$ cat config.mk
export PLATFORM = sky130hd
export DESIGN_NAME = vga_timing_gen_flat
export DESIGN_NICKNAME = d
export VERILOG_FILES = /design/src/rtl/vga_timing_gen_pkg.sv /design/src/rtl/vga_timing_gen_if.sv /design/src/rtl/vga_timing_gen_axis_counter.sv /design/src/rtl/vga_timing_gen.sv /design/src/flat_wrapper.sv
export SDC_FILE = /design/constraint.sdc
export NUM_CORES = 1
export LEC_CHECK = 0
export ABC_AREA = 0
export BUFFER_PORTS_ARGS = -buffer_cell sky130_fd_sc_hd__buf_4
export CAP_MARGIN = 15
export CORE_MARGIN = 2
export CORE_UTILIZATION = 59
export DETAILED_ROUTE_END_ITERATION = 7
export GPL_TIMING_DRIVEN = 1
export PLACE_DENSITY = 0.94
export REMOVE_ABC_BUFFERS = 1
export SETUP_SLACK_MARGIN = 0.4
export SLEW_MARGIN = 20
export SYNTH_ARGS = -nofsm -noshare
export SYNTH_HDL_FRONTEND = slang
export SYNTH_SLANG_ARGS = --single-unit
$ cat constraint.sdc
create_clock -name clk -period 5.1 [get_ports clk]
set_clock_uncertainty 0.15 [all_clocks]
set_input_delay 0.255 -clock clk [delete_from_list [all_inputs] [get_ports clk]]
set_output_delay 0.255 -clock clk [all_outputs]
set_load 0.02 [all_outputs]
$ cat src/rtl/vga_timing_gen_pkg.sv
// Default 640x480@60 raster timing and small helpers shared by the timing generator.
package vga_timing_pkg;

    localparam int H_ACTIVE_DEF = 640;
    localparam int H_FP_DEF     = 16;
    localparam int H_SYNC_DEF   = 96;
    localparam int H_BP_DEF     = 48;
    localparam int V_ACTIVE_DEF = 480;
    localparam int V_FP_DEF     = 10;
    localparam int V_SYNC_DEF   = 2;
    localparam int V_BP_DEF     = 33;
    localparam int CW_DEF       = 10;
    localparam int FCW_DEF      = 8;

    localparam bit SYNC_ACTIVE_LOW = 1'b0;

    function automatic int axis_total(input int active, input int fp, input int sync, input int bp);
        return active + fp + sync + bp;
    endfunction

endpackage

$ cat src/rtl/vga_timing_gen_if.sv
// Video timing bundle driven by the generator (master) towards display/renderer logic (slave).
interface vga_timing_gen_if
    import vga_timing_pkg::*;
#(
    parameter int CW  = CW_DEF,
    parameter int FCW = FCW_DEF
);
    logic           hsync;
    logic           vsync;
    logic           blank;
    logic           de;
    logic [CW-1:0]  x;
    logic [CW-1:0]  y;
    logic [CW-1:0]  fetch_x;
    logic [CW-1:0]  fetch_y;
    logic           fetch_de;
    logic           line_start;
    logic           frame_start;
    logic           vblank_start;
    logic [FCW-1:0] frame_count;

    modport master (
        output hsync, vsync, blank, de, x, y, fetch_x, fetch_y, fetch_de,
               line_start, frame_start, vblank_start, frame_count
    );

    modport slave (
        input  hsync, vsync, blank, de, x, y, fetch_x, fetch_y, fetch_de,
               line_start, frame_start, vblank_start, frame_count
    );
endinterface

$ cat src/rtl/vga_timing_gen_axis_counter.sv
// Modulo-TOTAL position counter; wrap flags the enabled step that returns the count to 0.
module vga_axis_counter #(
    parameter int TOTAL     = 800,
    parameter int RESET_VAL = 0,
    parameter int CW        = 10
) (
    input  logic          clk,
    input  logic          reset,
    input  logic          en,
    output logic [CW-1:0] count,
    output logic          wrap
);
    localparam logic [CW-1:0] LAST = CW'(TOTAL - 1);
    localparam logic [CW-1:0] RST  = CW'(RESET_VAL);

    logic [CW-1:0] count_q, count_d;

    always_comb begin
        wrap    = en && (count_q == LAST);
        count_d = count_q;
        if (en) count_d = wrap ? '0 : count_q + 1'b1;
    end

    always_ff @(posedge clk or posedge reset) begin
        if (reset) count_q <= RST;
        else       count_q <= count_d;
    end

    assign count = count_q;
endmodule

$ cat src/rtl/vga_timing_gen.sv
// Parametrised raster timing generator: registered sync/blank/position, lookahead fetch
// coordinate, line/frame/vblank event pulses and a completed-frame counter.
module vga_timing_gen
    import vga_timing_pkg::*;
#(
    parameter int H_ACTIVE  = H_ACTIVE_DEF,
    parameter int H_FP      = H_FP_DEF,
    parameter int H_SYNC    = H_SYNC_DEF,
    parameter int H_BP      = H_BP_DEF,
    parameter int V_ACTIVE  = V_ACTIVE_DEF,
    parameter int V_FP      = V_FP_DEF,
    parameter int V_SYNC    = V_SYNC_DEF,
    parameter int V_BP      = V_BP_DEF,
    parameter bit HS_POL    = SYNC_ACTIVE_LOW,
    parameter bit VS_POL    = SYNC_ACTIVE_LOW,
    parameter int CW        = CW_DEF,
    parameter int LOOKAHEAD = 2,
    parameter int FCW       = FCW_DEF
) (
    input logic              clk,
    input logic              reset,
    input logic              pix_en,
    vga_timing_gen_if.master vid
);
    localparam int H_TOTAL = axis_total(H_ACTIVE, H_FP, H_SYNC, H_BP);
    localparam int V_TOTAL = axis_total(V_ACTIVE, V_FP, V_SYNC, V_BP);
    localparam int HS_LO   = H_ACTIVE + H_FP;
    localparam int HS_HI   = HS_LO + H_SYNC;
    localparam int VS_LO   = V_ACTIVE + V_FP;
    localparam int VS_HI   = VS_LO + V_SYNC;
    localparam bit FDE_RST = (LOOKAHEAD < H_ACTIVE);

    function automatic logic in_win(input int v, input int lo, input int hi);
        return (v >= lo) && (v < hi);
    endfunction

    logic [CW-1:0] x, y, fx, fy;
    logic [CW-1:0] x_n, y_n, fx_n, fy_n;
    logic          x_wrap, y_wrap, fx_wrap, fy_wrap;

    vga_axis_counter #(.TOTAL(H_TOTAL), .RESET_VAL(0), .CW(CW)) u_x (
        .clk(clk), .reset(reset), .en(pix_en), .count(x), .wrap(x_wrap));
    vga_axis_counter #(.TOTAL(V_TOTAL), .RESET_VAL(0), .CW(CW)) u_y (
        .clk(clk), .reset(reset), .en(x_wrap), .count(y), .wrap(y_wrap));
    vga_axis_counter #(.TOTAL(H_TOTAL), .RESET_VAL(LOOKAHEAD), .CW(CW)) u_fx (
        .clk(clk), .reset(reset), .en(pix_en), .count(fx), .wrap(fx_wrap));
    vga_axis_counter #(.TOTAL(V_TOTAL), .RESET_VAL(0), .CW(CW)) u_fy (
        .clk(clk), .reset(reset), .en(fx_wrap), .count(fy), .wrap(fy_wrap));

    // Mirror of the counters' next state so registered outputs line up with x,y (no skew).
    always_comb begin
        x_n  = x_wrap  ? '0 : (pix_en  ? x  + 1'b1 : x);
        y_n  = y_wrap  ? '0 : (x_wrap  ? y  + 1'b1 : y);
        fx_n = fx_wrap ? '0 : (pix_en  ? fx + 1'b1 : fx);
        fy_n = fy_wrap ? '0 : (fx_wrap ? fy + 1'b1 : fy);
    end

    logic           hsync_q, hsync_d, vsync_q, vsync_d, blank_q, blank_d, de_q, de_d;
    logic           fetch_de_q, fetch_de_d;
    logic           line_start_q, line_start_d, frame_start_q, frame_start_d;
    logic           vblank_start_q, vblank_start_d;
    logic [FCW-1:0] frame_count_q, frame_count_d;

    always_comb begin
        hsync_d        = in_win(int'(x_n), HS_LO, HS_HI) ? HS_POL : ~HS_POL;
        vsync_d        = in_win(int'(y_n), VS_LO, VS_HI) ? VS_POL : ~VS_POL;
        blank_d        = (int'(x_n) >= H_ACTIVE) || (int'(y_n) >= V_ACTIVE);
        de_d           = ~blank_d;
        fetch_de_d     = (int'(fx_n) < H_ACTIVE) && (int'(fy_n) < V_ACTIVE);
        line_start_d   = x_wrap;
        frame_start_d  = x_wrap && y_wrap;
        vblank_start_d = x_wrap && (int'(y_n) == V_ACTIVE);
        frame_count_d  = frame_count_q;
        if (frame_start_d) frame_count_d = frame_count_q + 1'b1;
    end

    always_ff @(posedge clk or posedge reset) begin
        if (reset) begin
            hsync_q        <= ~HS_POL;
            vsync_q        <= ~VS_POL;
            blank_q        <= 1'b0;
            de_q           <= 1'b1;
            fetch_de_q     <= FDE_RST;
            line_start_q   <= 1'b0;
            frame_start_q  <= 1'b0;
            vblank_start_q <= 1'b0;
            frame_count_q  <= '0;
        end else begin
            hsync_q        <= hsync_d;
            vsync_q        <= vsync_d;
            blank_q        <= blank_d;
            de_q           <= de_d;
            fetch_de_q     <= fetch_de_d;
            line_start_q   <= line_start_d;
            frame_start_q  <= frame_start_d;
            vblank_start_q <= vblank_start_d;
            frame_count_q  <= frame_count_d;
        end
    end

    assign vid.hsync        = hsync_q;
    assign vid.vsync        = vsync_q;
    assign vid.blank        = blank_q;
    assign vid.de           = de_q;
    assign vid.x            = x;
    assign vid.y            = y;
    assign vid.fetch_x      = fx;
    assign vid.fetch_y      = fy;
    assign vid.fetch_de     = fetch_de_q;
    assign vid.line_start   = line_start_q;
    assign vid.frame_start  = frame_start_q;
    assign vid.vblank_start = vblank_start_q;
    assign vid.frame_count  = frame_count_q;
endmodule

$ cat src/flat_wrapper.sv
// flat-port wrapper written by rule: the top's interface ports become plain ports
module vga_timing_gen_flat import vga_timing_pkg::*;
#(
    parameter int H_ACTIVE  = H_ACTIVE_DEF,
    parameter int H_FP      = H_FP_DEF,
    parameter int H_SYNC    = H_SYNC_DEF,
    parameter int H_BP      = H_BP_DEF,
    parameter int V_ACTIVE  = V_ACTIVE_DEF,
    parameter int V_FP      = V_FP_DEF,
    parameter int V_SYNC    = V_SYNC_DEF,
    parameter int V_BP      = V_BP_DEF,
    parameter bit HS_POL    = SYNC_ACTIVE_LOW,
    parameter bit VS_POL    = SYNC_ACTIVE_LOW,
    parameter int CW        = CW_DEF,
    parameter int LOOKAHEAD = 2,
    parameter int FCW       = FCW_DEF
)
  (clk, reset, pix_en, vid_hsync, vid_vsync, vid_blank, vid_de, vid_x, vid_y, vid_fetch_x, vid_fetch_y, vid_fetch_de, vid_line_start, vid_frame_start, vid_vblank_start, vid_frame_count);
  vga_timing_gen_if #(.CW(CW), .FCW(FCW)) vid_i ();
  input logic clk;
  input logic reset;
  input logic pix_en;
  output wire logic [$bits(vid_i.hsync)-1:0] vid_hsync;
  output wire logic [$bits(vid_i.vsync)-1:0] vid_vsync;
  output wire logic [$bits(vid_i.blank)-1:0] vid_blank;
  output wire logic [$bits(vid_i.de)-1:0] vid_de;
  output wire logic [$bits(vid_i.x)-1:0] vid_x;
  output wire logic [$bits(vid_i.y)-1:0] vid_y;
  output wire logic [$bits(vid_i.fetch_x)-1:0] vid_fetch_x;
  output wire logic [$bits(vid_i.fetch_y)-1:0] vid_fetch_y;
  output wire logic [$bits(vid_i.fetch_de)-1:0] vid_fetch_de;
  output wire logic [$bits(vid_i.line_start)-1:0] vid_line_start;
  output wire logic [$bits(vid_i.frame_start)-1:0] vid_frame_start;
  output wire logic [$bits(vid_i.vblank_start)-1:0] vid_vblank_start;
  output wire logic [$bits(vid_i.frame_count)-1:0] vid_frame_count;
  assign vid_hsync = vid_i.hsync;
  assign vid_vsync = vid_i.vsync;
  assign vid_blank = vid_i.blank;
  assign vid_de = vid_i.de;
  assign vid_x = vid_i.x;
  assign vid_y = vid_i.y;
  assign vid_fetch_x = vid_i.fetch_x;
  assign vid_fetch_y = vid_i.fetch_y;
  assign vid_fetch_de = vid_i.fetch_de;
  assign vid_line_start = vid_i.line_start;
  assign vid_frame_start = vid_i.frame_start;
  assign vid_vblank_start = vid_i.vblank_start;
  assign vid_frame_count = vid_i.frame_count;
  vga_timing_gen #(.H_ACTIVE(H_ACTIVE), .H_FP(H_FP), .H_SYNC(H_SYNC), .H_BP(H_BP), .V_ACTIVE(V_ACTIVE), .V_FP(V_FP), .V_SYNC(V_SYNC), .V_BP(V_BP), .HS_POL(HS_POL), .VS_POL(VS_POL), .CW(CW), .LOOKAHEAD(LOOKAHEAD), .FCW(FCW)) u_core (.clk(clk), .reset(reset), .pix_en(pix_en), .vid(vid_i));
endmodule
==> results of run 1 <==
-- registers in the layout (all words and copies together), names as in the netlist --
register,cells
u_core.vid.vblank_start,1
u_core.vid.blank,1
u_core.vid.hsync,1
u_core.vid.de,1
u_core.vid.fetch_de,1
u_core.u_y.count,10
u_core.u_fy.count,10
u_core.vid.frame_count,8
u_core.u_fx.count,10
u_core.vid.line_start,1
u_core.vid.frame_start,1
u_core.vid.vsync,1
u_core.u_x.count,10
-- cells in the final DEF, fill, tap and decap left out, types with 5 or more instances in the layout --
| master | instances |
|---|---|
| buf_4 | 60 |
| dfrtp_1 | 51 |
| nand2_1 | 23 |
| nor2_1 | 18 |
| nand3_1 | 18 |
| xnor2_1 | 17 |
| o21ai_0 | 15 |
| inv_1 | 13 |
| xor2_1 | 13 |
| nand4_1 | 12 |
| nor3_1 | 11 |
| ha_1 | 7 |
| or3_1 | 6 |
| a21oi_1 | 6 |
| clkbuf_8 | 6 |
| dfstp_2 | 5 |
-- Yosys cell counts, types with 4 or more instances --
| master | number | area (sq um) |
|---|---|---|
| nand4_1 | 12 | 75.1 |
| and4_1 | 4 | 35.0 |
| ha_1 | 7 | 87.6 |
| buf_2 | 5 | 25.0 |
| nor2_1 | 18 | 67.6 |
| inv_1 | 14 | 52.6 |
| xnor2_1 | 17 | 149 |
| dfrtp_1 | 51 | 1280 |
| nor3_1 | 12 | 60.1 |
| xor2_1 | 13 | 114 |
| nand2b_1 | 4 | 25.0 |
| nor4_1 | 4 | 25.0 |
| nand3_1 | 18 | 90.1 |
| or3_1 | 6 | 37.5 |
| and3_1 | 4 | 25.0 |
| nand4b_1 | 4 | 35.0 |
| nand2_1 | 23 | 86.3 |
| a21oi_1 | 6 | 30.0 |
| dfstp_2 | 5 | 131 |
| o21ai_0 | 15 | 75.1 |
-- layer usage --
layer	track usage (%)	up-vias	wire, um
met5	0	-	0
met4	9.49	0	104
met3	4.74	8	377
met2	40.9	89	3190
met1	35.2	1200	2900
li1	-	1166	-
-- report_power, final --
part           leakage (uW)  switching (uW)  internal (uW)  total (uW)
combinational      0.000844             242            176         417
clock             0.0000614             146            161         306
sequential         0.000694             115            514         629
-- cells by family after synthesis --
kind of cell,Yosys count,synth area share [%]
adder cells (fa/ha/maj),7,3.02
XOR/XNOR,30,9.06
buffers and inverters,23,3.45
flip-flops,56,48.5
AO/OA/AOI/OAI,44,10.0
AND/OR/NAND/NOR,124,24.1
multiplexers,5,1.85
-- what timing repair did --
item	4_1_cts	5_1_grt
endpoints found under the hold margin	29	0
endpoints found under the setup margin	0	0
hold buffers	1	0
-- area by class of cell --
type | instances | area (sq um) | share of cell area, %
Sequential cell | 56 | 1410 | 39.9
Tap cell | 67 | 83.8 | 2.38
Inverter | 14 | 52.6 | 1.49
Clock inverter | 2 | 38.8 | 1.10
Clock buffer | 6 | 82.6 | 2.34
Timing Repair Buffer | 61 | 460 | 13.1
Multi-Input combinational cell | 210 | 1400 | 39.7
-- worst max-delay path: cells and delay by family, from the launching register on --
family | cells | cell delay [ns]
simple gates | 3 | 1.06
fa+ha+maj | 1 | 0.24
flops | 1 | 0.45
compound gates | 2 | 0.43
buf+inv | 1 | 0.31
-- per-stage QoR --
step           hold WS, ns  setup slack, ns  std cells
6_report             0.104             2.34        416
5_1_grt              0.114             2.18        416
4_1_cts             0.0888             2.35        416
3_5_place_dp         0.318             2.37        407
3_3_place_gp         0.310             2.48        407
2_1_floorplan        0.198             2.10        280
-- final timing paths --
| path | to | slack [ns] | startpoint |
|---|---|---|---|
| worst max-delay path | u_core.vid.blank | 2.34 | u_core.u_x.count[0] |
| worst min-delay path | u_core.u_x.count[0] | 0.10 | pix_en |
| worst max register to register | u_core.vid.blank | 2.34 | u_core.u_x.count[0] |
| worst min register to register | u_core.vid.frame_count[7] | 0.33 | u_core.vid.frame_count[7] |
| max in group asynchronous | u_core.u_fy.count[8] | 3.81 | reset |
| min in group asynchronous | u_core.vid.frame_count[6] | 0.54 | reset |
==> reports/metrics.yaml, run 1 <==
run_status:
  status: "completed"
timing:
  finalSetupViolCount: 0
  fmax_mhz: 362
  fin_crit_sh_pct: 54.2
  final-max-slew-violation-count: 0
  worst_pin_slew_ns: 0.697
  hold_viol_final: 0
  setup_tns_ns: 0
  period_needed_ns: 2.76
  slew_headroom_pct: 53.6
  rsz0062_at_grt: "false"
logic_synthesis:
  synth-main-ff-cell: "dfrtp_1"
  avgSynthCellArea_sq_um: 10.0
  async_reset_ff_share_pct: 100
  synth_edf_count: 0
  syn-instance-count: 289
  ys_types: 52
  ys_seq_area_share_pct: 48.5
  synth_warnings: 0
  syn_area_sq_um: 2900
  synth-seq-cells: 56
critical_path:
  crit_arrival_ns: 2.82
  cp_data_required_time_ns: 5.16
  worst_path_largest_cell_delay_ns: 0.52
  slowest_stage: "or3_4"
  crit_path_start_kind: "flop"
  crit_chain: "ha_1 > nand4_2 > or3_4 > inv_1 > a41oi_1 > o22a_1 > or3_1"
  reg2reg_depth: 7
  worst-setup-path-type: "flop to flop"
  end_kind: "flop"
  crit_fanout: 13
power_and_ir_drop:
  p_leak_uw: 0.00160
  p_per_area_nw_per_um2: 384
  ir_drop_v: 0.000246
  finalPower_uw: 1350
cts:
  worstSkewPairLatency_ns: 0.32
  clock_path_buffers: 2
  cts_tree: "done"
  cts_resized: 0
  htree_levels: 2
  cts_setup_buffers: 0
  path_clk_slew_ns: 0.10
  cts_buffers: 5
  clock-sinks: 56
  cts-root-buf: "clkbuf_8"
cells_and_area:
  fin_nets: 358
  n_fill_cell: 351
  drive_above_1_share_pct: 23.8
  syn_to_final_growth_pct: 21.5
  final_util_pct: 74.6
  antenna_cells: 0
  fin_area_sq_um: 3520
grt:
  gr-usage-all-layers_pct: 25.7
  grt_overflow: 0
  grt_pass1_vias: 2259
  grt_max_degree: 57
  antenna_found_initial: 0
  grt_pass1_wl_um: 10800
placement:
  io_buffers: 58
  hpwlAfterDp_um: 4630
  placed_cell_area_sq_um: 3390
  gp_congestion: 0.915
flow_run:
  cap_violations: 0
route:
  ant_nets: 0
  vias_per_cell: 5.92
  dr.pass1.iters: 4
  drc: 0
  wl_per_cell_um: 15.8
  routed_wl_um: 6570
  drt_iter0_markers: 217
  num_vias: 2463
floorplanning:
  coreArea_sq_um: 4720
  dieArea_sq_um: 5490
  row_count: 25
  start_util_pct: 61.4
  die_x_um: 74.1
  io_pins: 59
  fp.dieH_um: 74.1
worst_hold_path:
  min_path_cells: 2
  hold_class: "primary input to flop"
No activity file was read; power rests on OpenSTA's default activity.
==> inputs of run 2 (changes only) <==
Settings changed: CORE_UTILIZATION 59 to 55, PLACE_DENSITY 0.94 to 0.89.
Clock period 5.1 ns to 2.55 ns, I/O delays scaled along.
==> reports/metrics.yaml, run 2 (same netlist as run 1, synthesis figures left out) <==
run_status:
  status: "completed"
critical_path:
  r2r_slack_ns: 0.33
  crit_cells: 7
  worstSetupStartpoint: "u_core.u_y.count[0]"
  crit_path_start_kind: "flop"
  crit_chain: "inv_2 > ha_1 > and4_4 > nand3b_1 > or4_4 > nor2_2 > xor2_1"
  crit_family: "simple AND/OR/NAND/NOR gates"
  critPathBufInv: 1
  cp_data_required_time_ns: 2.64
  worst_path_largest_cell_delay_ns: 0.58
  crit_fanout: 4
  reg2reg_depth: 7
  slowest_stage: "or4_4"
  r2r_start: "u_core.u_y.count[0]"
  crit_arrival_ns: 2.31
  end_kind: "flop"
  worst-setup-path-type: "flop to flop"
  r2r-end: "u_core.vid.frame_count[7]"
power_and_ir_drop:
  ir_drop_v: 0.000424
  power_frac_comb_pct: 38.3
  p_int_uw: 1910
  power.share.sequential_pct: 40.8
  power_frac_clock_pct: 21.0
  swShare_pct: 37.4
  p_leak_uw: 0.00188
  p_per_area_nw_per_um2: 739
  netSwitchingPower_uw: 1140
placement:
  hpwlAfterDp_um: 4670
  io_buffers: 58
  pre_cts_slack_ns: 0.184
  gp_congestion: 0.924
  place_inst: 422
timing:
  slew_headroom_pct: 73.5
  finalSetupViolCount: 0
  period_needed_ns: 2.22
  fmax_mhz: 451
  final-max-slew-violation-count: 0
  whs_ns: 0.0101
  worst_pin_slew_ns: 0.392
  worst_slack_ns: 0.331
  rsz0062_at_grt: "true"
  hold_viol_final: 0
  fin_crit_sh_pct: 87.0
grt:
  gr-usage-all-layers_pct: 26.7
  grt_overflow: 0
  antenna_found_initial: 0
  grt_max_degree: 21
  grt_pass1_wl_um: 12700
  grt_pass1_vias: 2694
route:
  wl_per_cell_um: 17.9
  ant_nets: 0
  dr.pass1.iters: 5
  drc: 0
  drt_iter0_markers: 216
  num_vias: 2823
  vias_per_cell: 6.07
  routed_wl_um: 8320
floorplanning:
  die_x_um: 76.6
  start_util_pct: 56.8
  coreArea_sq_um: 5110
  dieArea_sq_um: 5870
  row_count: 26
  io_pins: 59
  fp.dieH_um: 76.6
cells_and_area:
  syn_to_final_growth_pct: 42.0
  layout_commonest_cell: "buf_4"
  antenna_cells: 0
  final_cells: 465
  mostFrequentLayoutCells: "buf_4 (99), dfrtp_1 (43), nand2_1 (20)"
  final_util_pct: 80.6
  fin_nets: 404
  drive_above_1_share_pct: 41.0
cts:
  cts_buffers: 5
  clock-sinks: 56
  path_clk_slew_ns: 0.10
  cts_tree: "done"
  worstSkewPairLatency_ns: 0.32
  clock_path_buffers: 2
  htree_levels: 2
  cts-root-buf: "clkbuf_8"
worst_hold_path:
  hold_class: "primary input to flop"
  min_path_cells: 3
  worstHoldEndpoint: "u_core.u_fx.count[2]"
  hp-start: "pix_en"
flow_run:
  cap_violations: 0
run 2: cell types whose count changed in the layout (fill, tap and decap cells not counted), moves of 3 or more:
cell | before | now
dfrtp_1 | 51 | 43
nand2_1 | 23 | 20
inv_1 | 13 | 10
nand2_2 | 0 | 3
buf_4 | 60 | 99
buf_6 | 0 | 4
dfrtp_2 | 0 | 8
run 2: metrics by stage:
stage	cell area (sq um)	TNS (ns)	power (uW)
3_5_place_dp	3490	0	2120
5_1_grt	4120	0	3190
3_3_place_gp	3490	0	2100
4_1_cts	3920	0	2920
2_1_floorplan	2850	-2.90	1740
6_report	4120	0	3040
run 2: layout make-up:
type,instances,area [sq um]
tap,70,87.6
clock buffer,7,96.3
inverter,14,55.1
timing repair buffer,106,828
multi-input combinational,211,1600
sequential,56,1420
fill,289,988
clock inverter,1,30.0
run 2: per-layer routing:
layer / share of wire (%) / wire (um) / vias to the layer above / track usage, %
met5: 0 / 0 / - / 0
met1: 41 / 3380 / 1382 / 34.6
met2: 50 / 4200 / 159 / 45.7
met3: 7.2 / 603 / 17 / 4.38
li1: - / - / 1265 / -
met4: 1.7 / 140 / 0 / 9.27
run 2: how the worst max path moves through the flow:
stage,to
floorplan,u_core.vid.fetch_de
global placement,u_core.vid.blank
detailed placement,u_core.vid.blank
CTS,u_core.vid.blank
global route,u_core.vid.frame_count[7]
finish,u_core.vid.frame_count[7]
run 2: power groups by stage:
| stage | Sequential (uW) | Combinational [uW] | Clock (uW) |
|---|---|---|---|
| after floorplan | 1380 | 360 | 0 |
| after global placement | 1240 | 858 | 0 |
| after detailed placement | 1240 | 872 | 0 |
| after CTS | 1220 | 1060 | 639 |
| after global routing | 1260 | 1250 | 685 |
| final | 1240 | 1160 | 638 |
run 2: worst min-delay path, delay by kind of cell:
family,cells,cell delay [ns]
buffers and inverters,1,0.17
xor gates and xnor gates,1,0.06
and+or+nand+nor,1,0.08
run 2: timing repair:
item | CTS | global route
gates resized for setup | 26 | 26
hold endpoints to repair | 19 | 0
endpoints found under the setup margin | 13 | 19
pin swaps | 12 | 9
hold buffers | 2 | 0
setup buffers | 21 | 11
gates cloned | 1 | 0
==> inputs of run 3 (changes only) <==
Settings changed: SETUP_SLACK_MARGIN 0.4 to 0.02.
==> reports/metrics.yaml, run 3 (same netlist as run 1, synthesis figures left out) <==
critical_path:
  r2r_slack_ns: 0.17
  r2r_start: "u_core.u_x.count[7]"
  crit_path_start_kind: "flop"
  reg2reg_depth: 6
  end_kind: "flop"
  r2r-end: "u_core.vid.blank"
  crit_arrival_ns: 2.42
  worst-setup-path-type: "flop to flop"
  cp_data_required_time_ns: 2.60
  crit_fanout: 7
power_and_ir_drop:
  p_per_area_nw_per_um2: 753
  power.share.sequential_pct: 45.0
  p_leak_uw: 0.00168
  ir_drop_v: 0.000426
  finalPower_uw: 2760
  swShare_pct: 36.4
  power_frac_clock_pct: 22.9
  power_frac_comb_pct: 32.2
  p_int_uw: 1750
  netSwitchingPower_uw: 1000
timing:
  fin_crit_sh_pct: 93.2
  whs_ns: 0.205
  period_needed_ns: 2.38
  finalSetupViolCount: 0
  rsz0062_at_grt: "false"
  hold_viol_final: 0
  worst_pin_slew_ns: 0.501
  setup_tns_ns: 0
  final-max-slew-violation-count: 0
  slew_headroom_pct: 66.3
  fmax_mhz: 421
grt:
  busiest_layer: "met2"
  grt_pass1_wl_um: 11100
  grt_overflow: 0
  grtUsageMet2_pct: 38.9
  grt_pass1_vias: 2402
  grt_util_met3_pct: 4.38
  gr-usage-all-layers_pct: 23.3
  antenna_found_initial: 0
  grt.met1_usage_pct: 30.7
  grt_max_degree: 21
cts:
  path_clk_slew_ns: 0.10
  clock-sinks: 56
  cts-root-buf: "clkbuf_8"
  cts_tree: "done"
  worstSkewPairLatency_ns: 0.31
  cts_buffers: 5
  htree_levels: 2
  clock_path_buffers: 2
cells_and_area:
  syn_to_final_growth_pct: 26.1
  fin_nets: 374
  drive_above_1_share_pct: 27.4
  final_cells: 435
  antenna_cells: 0
  final_util_pct: 71.7
  layout_commonest_cell: "buf_4"
  mostFrequentLayoutCells: "buf_4 (74), dfrtp_1 (51), nand2_1 (23)"
route:
  drc: 0
  vias_per_cell: 5.75
  routed_wl_um: 6680
  drt_iter0_markers: 144
  num_vias: 2502
  ant_nets: 0
  dr.pass1.iters: 4
  wl_per_cell_um: 15.4
floorplanning:
  die_x_um: 76.6
  dieArea_sq_um: 5870
  fp.dieH_um: 76.6
  start_util_pct: 56.8
  coreArea_sq_um: 5110
  row_count: 26
  io_pins: 59
run_status:
  status: "completed"
worst_hold_path:
  hold_class: "primary input to async pin"
placement:
  place_inst: 422
  hpwlAfterDp_um: 4670
  gp_congestion: 0.924
  io_buffers: 58
flow_run:
  cap_violations: 0
## run 3: per-layer routing
layer  vias to the layer above  wire (um)
met2                        99       3270
met5                         -          0
met1                      1194       2980
met3                        11        337
met4                         0        100
li1                       1198          -
## run 3: layout make-up
class	instances	area, sq um
Clock buffer	7	96.3
Timing Repair Buffer	77	581
Fill cell	373	1450
Clock inverter	1	30.0
Multi-Input combinational cell	210	1410
Sequential cell	56	1410
Inverter	14	52.6
Tap cell	70	87.6
## run 3: how the worst max path moves through the flow
stage,to,startpoint,cells after the start,slack [ns]
final,u_core.vid.blank,u_core.u_x.count[7],6,0.17
after global routing,u_core.vid.vblank_start,u_core.u_x.count[7],5,0.05
after CTS,u_core.vid.frame_count[7],u_core.u_y.count[1],7,0.11
after detailed placement,u_core.vid.blank,u_core.u_x.count[6],6,0.18
after global placement,u_core.vid.blank,u_core.u_x.count[0],7,0.24
after floorplan,u_core.vid.fetch_de,u_core.u_fx.count[7],5,-0.45
## run 3: power groups by stage
stage               Combinational [uW]  Sequential, uW  Clock, uW
floorplan                          360            1380          0
CTS                                881            1230        639
finish                             887            1240        630
detailed placement                 872            1240          0
global placement                   858            1240          0
global route                       969            1260        677
## run 3: repair_timing
item,CTS,global route
endpoints found under the setup margin,0,4
resized for setup,0,3
setup buffers,0,3
hold buffers,2,0
hold endpoints to repair,19,0
## run 3: stage by stage
| step | area, sq um | worst slack [ns] |
|---|---|---|
| floorplan | 2850 | -0.454 |
| CTS | 3630 | 0.113 |
| global route | 3660 | 0.0506 |
| global placement | 3490 | 0.237 |
| detailed placement | 3490 | 0.184 |
| finish | 3660 | 0.174 |
## run 3: critical path, stage by stage, from the launching register on
cell,delay [ns]
dfrtp_1,0.43
nand4bb_2,0.31
or3_4,0.48
inv_2,0.12
a41oi_1,0.12
o22a_1,0.27
or3_1,0.37
